File: config.mk
export PLATFORM = sky130hd
export DESIGN_NAME = ma_store_buffer
export DESIGN_NICKNAME = d
export VERILOG_FILES = /design/src/rtl/tl_pkg.sv /design/src/rtl/sb_lane_align.sv /design/src/rtl/ma_store_buffer.sv
export SDC_FILE = /design/constraint.sdc
export NUM_CORES = 2
export LEC_CHECK = 0
export CAP_MARGIN = 0
export CORE_AREA = 5 5 405 247
export CTS_CLUSTER_DIAMETER = 50
export DETAILED_ROUTE_END_ITERATION = 7
export DIE_AREA = 0 0 410 252
export HOLD_SLACK_MARGIN = 0.02
export PLACE_DENSITY = 0.77
export SKIP_CTS_REPAIR_TIMING = 1
export SLEW_MARGIN = 20
export SYNTH_ARGS = -nofsm -noshare
export SYNTH_HDL_FRONTEND = slang
export SYNTH_SLANG_ARGS = --single-unit
File: constraint.sdc
create_clock -name clk -period 13.8 [get_ports clk]
set_input_delay 1.38 -clock clk [delete_from_list [all_inputs] [get_ports clk]]
set_output_delay 1.38 -clock clk [all_outputs]
set_load 0.05 [all_outputs]
File: src/rtl/tl_pkg.sv
// tl_pkg: TileLink opcodes, size encoding and store-buffer entry type
package tl_pkg;
  localparam logic [2:0] TL_PUT_FULL    = 3'd0;
  localparam logic [2:0] TL_PUT_PARTIAL = 3'd1;
  localparam logic [2:0] TL_ACCESS_ACK  = 3'd0;
  localparam int DW_W = 61;
  typedef enum logic [1:0] {SZ_B, SZ_H, SZ_W, SZ_D} size_e;
  typedef struct packed {
    logic            valid;
    logic [DW_W-1:0] dw_addr;
    logic [7:0]      mask;
    logic [63:0]     data;
  } sb_entry_t;
endpackage

File: src/rtl/sb_lane_align.sv
// sb_lane_align: byte-offset/size to lane byte mask and bit shift
module sb_lane_align
  import tl_pkg::*;
(
  input  logic [2:0] off,
  input  logic [1:0] size,
  output logic [7:0] mask,
  output logic [5:0] shift
);
  logic [7:0] base;
  always_comb begin
    base  = (size == SZ_D) ? 8'hff : (size == SZ_W) ? 8'h0f : (size == SZ_H) ? 8'h03 : 8'h01;
    mask  = base << off;
    shift = {off, 3'b000};
  end
endmodule

File: src/rtl/ma_store_buffer.sv
// ma_store_buffer: post-commit store buffer with load forwarding and in-order TileLink drain
// st_*: committed store in; ld_*/fwd_*/ld_stall: load forwarding; a_*/d_*: TileLink master; empty: drained
module ma_store_buffer
  import tl_pkg::*;
#(
  parameter int DEPTH  = 4,
  parameter int ADDR_W = 64
) (
  input  logic              clk,
  input  logic              rst_n,
  input  logic              clear,
  input  logic              st_valid,
  input  logic [ADDR_W-1:0] st_addr,
  input  logic [1:0]        st_size,
  input  logic [63:0]       st_data,
  output logic              st_ready,
  input  logic              ld_valid,
  input  logic [ADDR_W-1:0] ld_addr,
  input  logic [1:0]        ld_size,
  output logic              fwd_hit,
  output logic [63:0]       fwd_data,
  output logic              ld_stall,
  output logic              empty,
  output logic              a_valid,
  input  logic              a_ready,
  output logic [2:0]        a_opcode,
  output logic [2:0]        a_size,
  output logic [ADDR_W-1:0] a_address,
  output logic [7:0]        a_mask,
  output logic [63:0]       a_data,
  input  logic              d_valid,
  output logic              d_ready,
  input  logic [2:0]        d_opcode
);
  localparam int PW = $clog2(DEPTH);
  localparam logic [PW:0] FULL = (PW+1)'(DEPTH);
  typedef enum logic [1:0] {S_IDLE, S_REQ, S_WAIT} state_e;
  state_e          state, state_nxt;
  sb_entry_t       ent [DEPTH];
  logic [PW-1:0]   head, tail, yng, idx;
  logic [PW:0]     cnt, cnt_nxt;
  logic [7:0]      st_mask, ld_mask, cov;
  logic [5:0]      st_sh, ld_sh;
  logic [63:0]     st_bm, ld_bm, st_lane, fwd_raw;
  logic [DW_W-1:0] st_dw, ld_dw;
  logic            enq, merge, push, pop;
  sb_lane_align u_st_align (.off(st_addr[2:0]), .size(st_size), .mask(st_mask), .shift(st_sh));
  sb_lane_align u_ld_align (.off(ld_addr[2:0]), .size(ld_size), .mask(ld_mask), .shift(ld_sh));
  always_comb begin
    for (int b = 0; b < 8; b++) begin
      st_bm[8*b +: 8] = {8{st_mask[b]}};
      ld_bm[8*b +: 8] = {8{ld_mask[b]}};
    end
  end
  assign st_dw    = DW_W'(st_addr[ADDR_W-1:3]);
  assign ld_dw    = DW_W'(ld_addr[ADDR_W-1:3]);
  assign st_lane  = (st_data << st_sh) & st_bm;
  assign yng      = tail - PW'(1);
  assign st_ready = cnt != FULL;
  assign enq      = st_valid & st_ready & ~clear;
  // the head is frozen once the drain FSM has picked it up, so it never absorbs a merge
  assign merge    = enq & ent[yng].valid & (ent[yng].dw_addr == st_dw) & ~((state != S_IDLE) & (yng == head));
  assign push     = enq & ~merge;
  assign pop      = (state == S_WAIT) & d_valid & (d_opcode == TL_ACCESS_ACK);
  assign cnt_nxt  = cnt + {{PW{1'b0}}, push} - {{PW{1'b0}}, pop};
  assign empty    = (cnt == '0) & (state == S_IDLE);
  always_ff @(posedge clk or negedge rst_n) begin
    if (!rst_n) begin
      state <= S_IDLE;
      head  <= '0;
      tail  <= '0;
      cnt   <= '0;
      for (int i = 0; i < DEPTH; i++) ent[i] <= '0;
    end else begin
      state <= state_nxt;
      cnt   <= cnt_nxt;
      if (pop) begin
        ent[head].valid <= 1'b0;
        head            <= head + PW'(1);
      end
      if (push) begin
        ent[tail] <= '{1'b1, st_dw, st_mask, st_lane};
        tail      <= tail + PW'(1);
      end
      if (merge) begin
        ent[yng].mask <= ent[yng].mask | st_mask;
        ent[yng].data <= (ent[yng].data & ~st_bm) | st_lane;
      end
    end
  end
  // looking at next count lets a fresh store or a pop-with-more-pending go straight to REQ
  always_comb begin
    state_nxt = (state == S_IDLE) ? ((cnt_nxt != '0) ? S_REQ : S_IDLE) :
                (state == S_REQ)  ? (a_ready ? S_WAIT : S_REQ) :
                pop ? ((cnt_nxt != '0) ? S_REQ : S_IDLE) : S_WAIT;
  end
  always_comb begin
    a_valid   = state == S_REQ;
    d_ready   = state == S_WAIT;
    a_opcode  = a_valid ? ((ent[head].mask == 8'hff) ? TL_PUT_FULL : TL_PUT_PARTIAL) : 3'd0;
    a_size    = a_valid ? 3'd3 : 3'd0;
    a_address = a_valid ? {ent[head].dw_addr[ADDR_W-4:0], 3'b000} : '0;
    a_mask    = a_valid ? ent[head].mask : 8'h00;
    a_data    = a_valid ? ent[head].data : 64'h0;
  end
  // walk oldest to youngest so the youngest covering entry wins each byte
  always_comb begin
    cov     = '0;
    fwd_raw = '0;
    idx     = '0;
    for (int k = 0; k < DEPTH; k++) begin
      idx = head + PW'(k);
      for (int b = 0; b < 8; b++) begin
        if (ent[idx].valid && ent[idx].dw_addr == ld_dw && ent[idx].mask[b]) begin
          cov[b]            = 1'b1;
          fwd_raw[8*b +: 8] = ent[idx].data[8*b +: 8];
        end
      end
    end
    cov      = cov & ld_mask;
    fwd_hit  = ld_valid & (cov == ld_mask);
    ld_stall = ld_valid & (|cov) & (cov != ld_mask);
    fwd_data = ld_valid ? ((fwd_raw & ld_bm) >> ld_sh) : 64'h0;
  end
endmodule

==> flow_summary.yaml <==
clocking:
  path_clk_slew_ns: 0.06
  cts_sinks: 545
  clkLatencyLatePin_ns: 0.72
  htreeDepth: 3
  cts_made_buffers: 69
  cts-root-buf: "clkbuf_16"
  clockBufferDepth: 3
  tritoncts: "built"
timing:
  maxSlewHeadroom_pct: -0.5352
  hold_viol: 0
  clock-skew-final_ns: 0.06439
  clock.fmax_ghz: 0.08550
  finalMaxSlewViolations: 1
  period_share_pct: 84.76
  finalSetupViolations: 0
  grt_setup_unrepaired: "false"
  layout_min_cycle_time_ns: 11.70
  tns_ns: 0
  tightest_slew_ns: 1.494
synth:
  ys_types: 112
  syn-instance-count: 4985
  synthArstFlopShare_pct: 100.0
  synth_edf_count: 0
  ys.warnings.count: 0
  ys_seq_elements: 545
  synth.cell_area_mm2: 0.05324
  ys_seq_area_share_pct: 25.62
  synth-main-ff-cell: "dfrtp_1"
  syn_area_per_cell_um2: 10.68
placed_design:
  gp_routability_congestion: 1.157
  hpwl_mm: 210.5
  dpl_cell_area_mm2: 0.05767
  dp.cells: 6297
  portBuffers: 411
worst_hold_path:
  hold_class: "reg -> reg"
route:
  vias: 53250
  wl_mm: 279.8
  dr.first_iter.drc_count: 11402
  ant_nets: 0
  drc: 6
  wl_per_cell_um: 43.45
  via_per_inst: 8.269
  first_pass_iters: 8
cells_and_area:
  drive_above_1_share_pct: 24.35
  fin_nets: 5327
  final_cells: 6440
  postLayoutCellArea_mm2: 0.06028
  area_delta_synth_final_pct: 13.23
  final_util_pct: 63.00
  nFillCells: 7449
global_route:
  use_met2_pct: 61.28
  grt_pass1_vias: 48446
  antenna_found_initial: 28
  met1_usage_pct: 73.19
  grt_util_all_layers_pct: 52.69
  top_usage_layer: "met1"
  grt_overflow_total: 0
  grt_start_max_net_pins: 150
  grt_pass1_wl_mm: 386.9
  gr-usage-met3_pct: 41.91
setup_path:
  r2r-start: "tail[0]"
  cp-endpoint: "fwd_data[4]"
  r2r.worst_path.cells: 17
  crit_start: "head[0]"
  path_class: "reg -> out"
  cp.required_ns: 12.42
  critPathLaunchType: "register"
  cp.arrival_ns: 10.32
  rrSetupSlack_ns: 5.01
  setup.worst_path.end_class: "output pin"
  timing.rr.end: "ent[57]"
  cp_max_fo: 38
die:
  io_pins: 418
  die_x_um: 410
  die_y_um: 252
  fp-row-count: 88
  coreArea_mm2: 0.09568
  dieArea_mm2: 0.1033
  initial_core_util_pct: 55.64
outcome:
  status: "finished with violations"
  violations: "design-rule violations, max-capacitance violations, max-slew violations"
flow_run:
  max_cap_violations: 1
pwr:
  p_per_area_mw_per_mm2: 290.7
  irDropWorstVdd_uv: 344.1
  power_mw: 17.52
  leakage_nw: 23.36
==> placed cells by master (no fill, tap or decap), types with 25 or more instances in the layout <==
| master | n |
|---|---|
| nor2b_1 | 40 |
| a221o_1 | 25 |
| a21oi_1 | 383 |
| mux2i_1 | 306 |
| clkdlybuf4s50_1 | 405 |
| o22ai_1 | 50 |
| nand4_1 | 66 |
| a221oi_1 | 39 |
| a211oi_1 | 193 |
| nand2_1 | 233 |
| clkbuf_16 | 69 |
| dfrtp_1 | 542 |
| nand2b_1 | 25 |
| and2_1 | 145 |
| a22oi_1 | 33 |
| nand3_1 | 86 |
| o21ai_0 | 103 |
| a21o_1 | 30 |
| nor4_1 | 25 |
| mux4_2 | 586 |
| o311a_1 | 30 |
| mux2_2 | 316 |
| nor2_1 | 243 |
| and3_1 | 102 |
| inv_1 | 86 |
| nor3_1 | 137 |
| a22o_1 | 33 |
| buf_4 | 118 |
| xnor2_1 | 210 |
==> cells in the mapped netlist, drive strengths merged, types with 33 or more instances <==
cell type / number / share of area, %
o21ai: 116 / 1.1
clkbuf: 235 / 1.7
mux2i: 311 / 5.8
and2: 147 / 1.7
nor3: 144 / 1.4
nor4: 47 / 0.80
and3: 102 / 1.2
a221oi: 40 / 0.67
mux4: 594 / 25
mux2: 319 / 6.7
nand2: 237 / 1.7
a211oi: 195 / 2.8
a22oi: 35 / 0.50
dfrtp: 545 / 26
nand3: 86 / 0.81
nor2: 250 / 1.8
a22o: 33 / 0.54
buf: 257 / 3.0
o22ai: 50 / 0.59
nand4: 68 / 0.82
xnor2: 215 / 3.5
nor2b: 40 / 0.47
inv: 89 / 0.63
a21oi: 384 / 3.6
==> through the flow <==
stage,setup slack [ns],hold slack (ns)
4_1_cts,2.593,0.5705
3_3_place_gp,3.372,0.5279
5_1_grt,2.356,0.5888
3_5_place_dp,3.324,0.5576
2_1_floorplan,5.893,0.5009
6_report,2.103,0.5745
==> power breakdown <==
| part | switching [mW] | internal [mW] | total [mW] |
|---|---|---|---|
| Combinational | 6.92 | 4.80 | 11.7 |
| Clock | 0.867 | 1.13 | 1.99 |
| Sequential | 1.50 | 2.32 | 3.82 |
==> logic make-up after synthesis <==
logic type,synth area share [%]
XOR/XNOR,3.833
adder cells (fa/ha/maj),0.2961
AND/OR/NAND/NOR,11.96
multiplexers,37.78
other,0.007044
buffers and inverters,5.316
flip-flops,25.62
AO/OA/AOI/OAI,15.19
==> worst min path at each step <==
| stage | start | endpoint | slack (ns) | cells past startpoint |
|---|---|---|---|---|
| floorplan | cnt[0] | cnt[0] | 0.50 | 1 |
| global placement | cnt[0] | cnt[0] | 0.53 | 1 |
| detailed placement | cnt[0] | cnt[0] | 0.56 | 1 |
| CTS | cnt[0] | cnt[0] | 0.57 | 1 |
| global route | cnt[0] | cnt[0] | 0.59 | 1 |
| finish | cnt[0] | cnt[0] | 0.57 | 1 |
==> metal layers <==
metal  vias to the layer above  routed length [um]
met5                         -                2114
met4                        59                9574
met3                       870               64460
met2                      5502               97520
met1                     26808              106100
li1                      20011                   -
==> layout make-up <==
cell class | count | area [um^2] | share of cell area [%]
clock inverter | 33 | 514.2 | 0.8531
tap | 1260 | 1577 | 2.615
antenna | 18 | 45.04 | 0.07472
clock buffer | 91 | 1929 | 3.200
multi-input combinational | 3863 | 37070 | 61.50
timing repair buffer | 540 | 5155 | 8.551
sequential | 545 | 13650 | 22.64
inverter | 90 | 339.1 | 0.5625
==> critical path, cell delays in order, from the launching register on <==
cell,delay [ns]
dfrtp_4,0.83
inv_2,0.41
ha_4,0.82
buf_4,0.60
mux4_2,0.61
xnor2_1,0.65
nand4_1,0.40
or4_1,0.89
nor4_2,0.72
buf_4,0.34
nand4_2,0.48
nand3_1,0.29
nand3_1,0.13
a22oi_1,0.36
a2bb2oi_1,0.55
o21ai_0,0.31
o32a_1,0.38
clkdlybuf4s50_1,0.75
(Power assumes the default switching activity.)
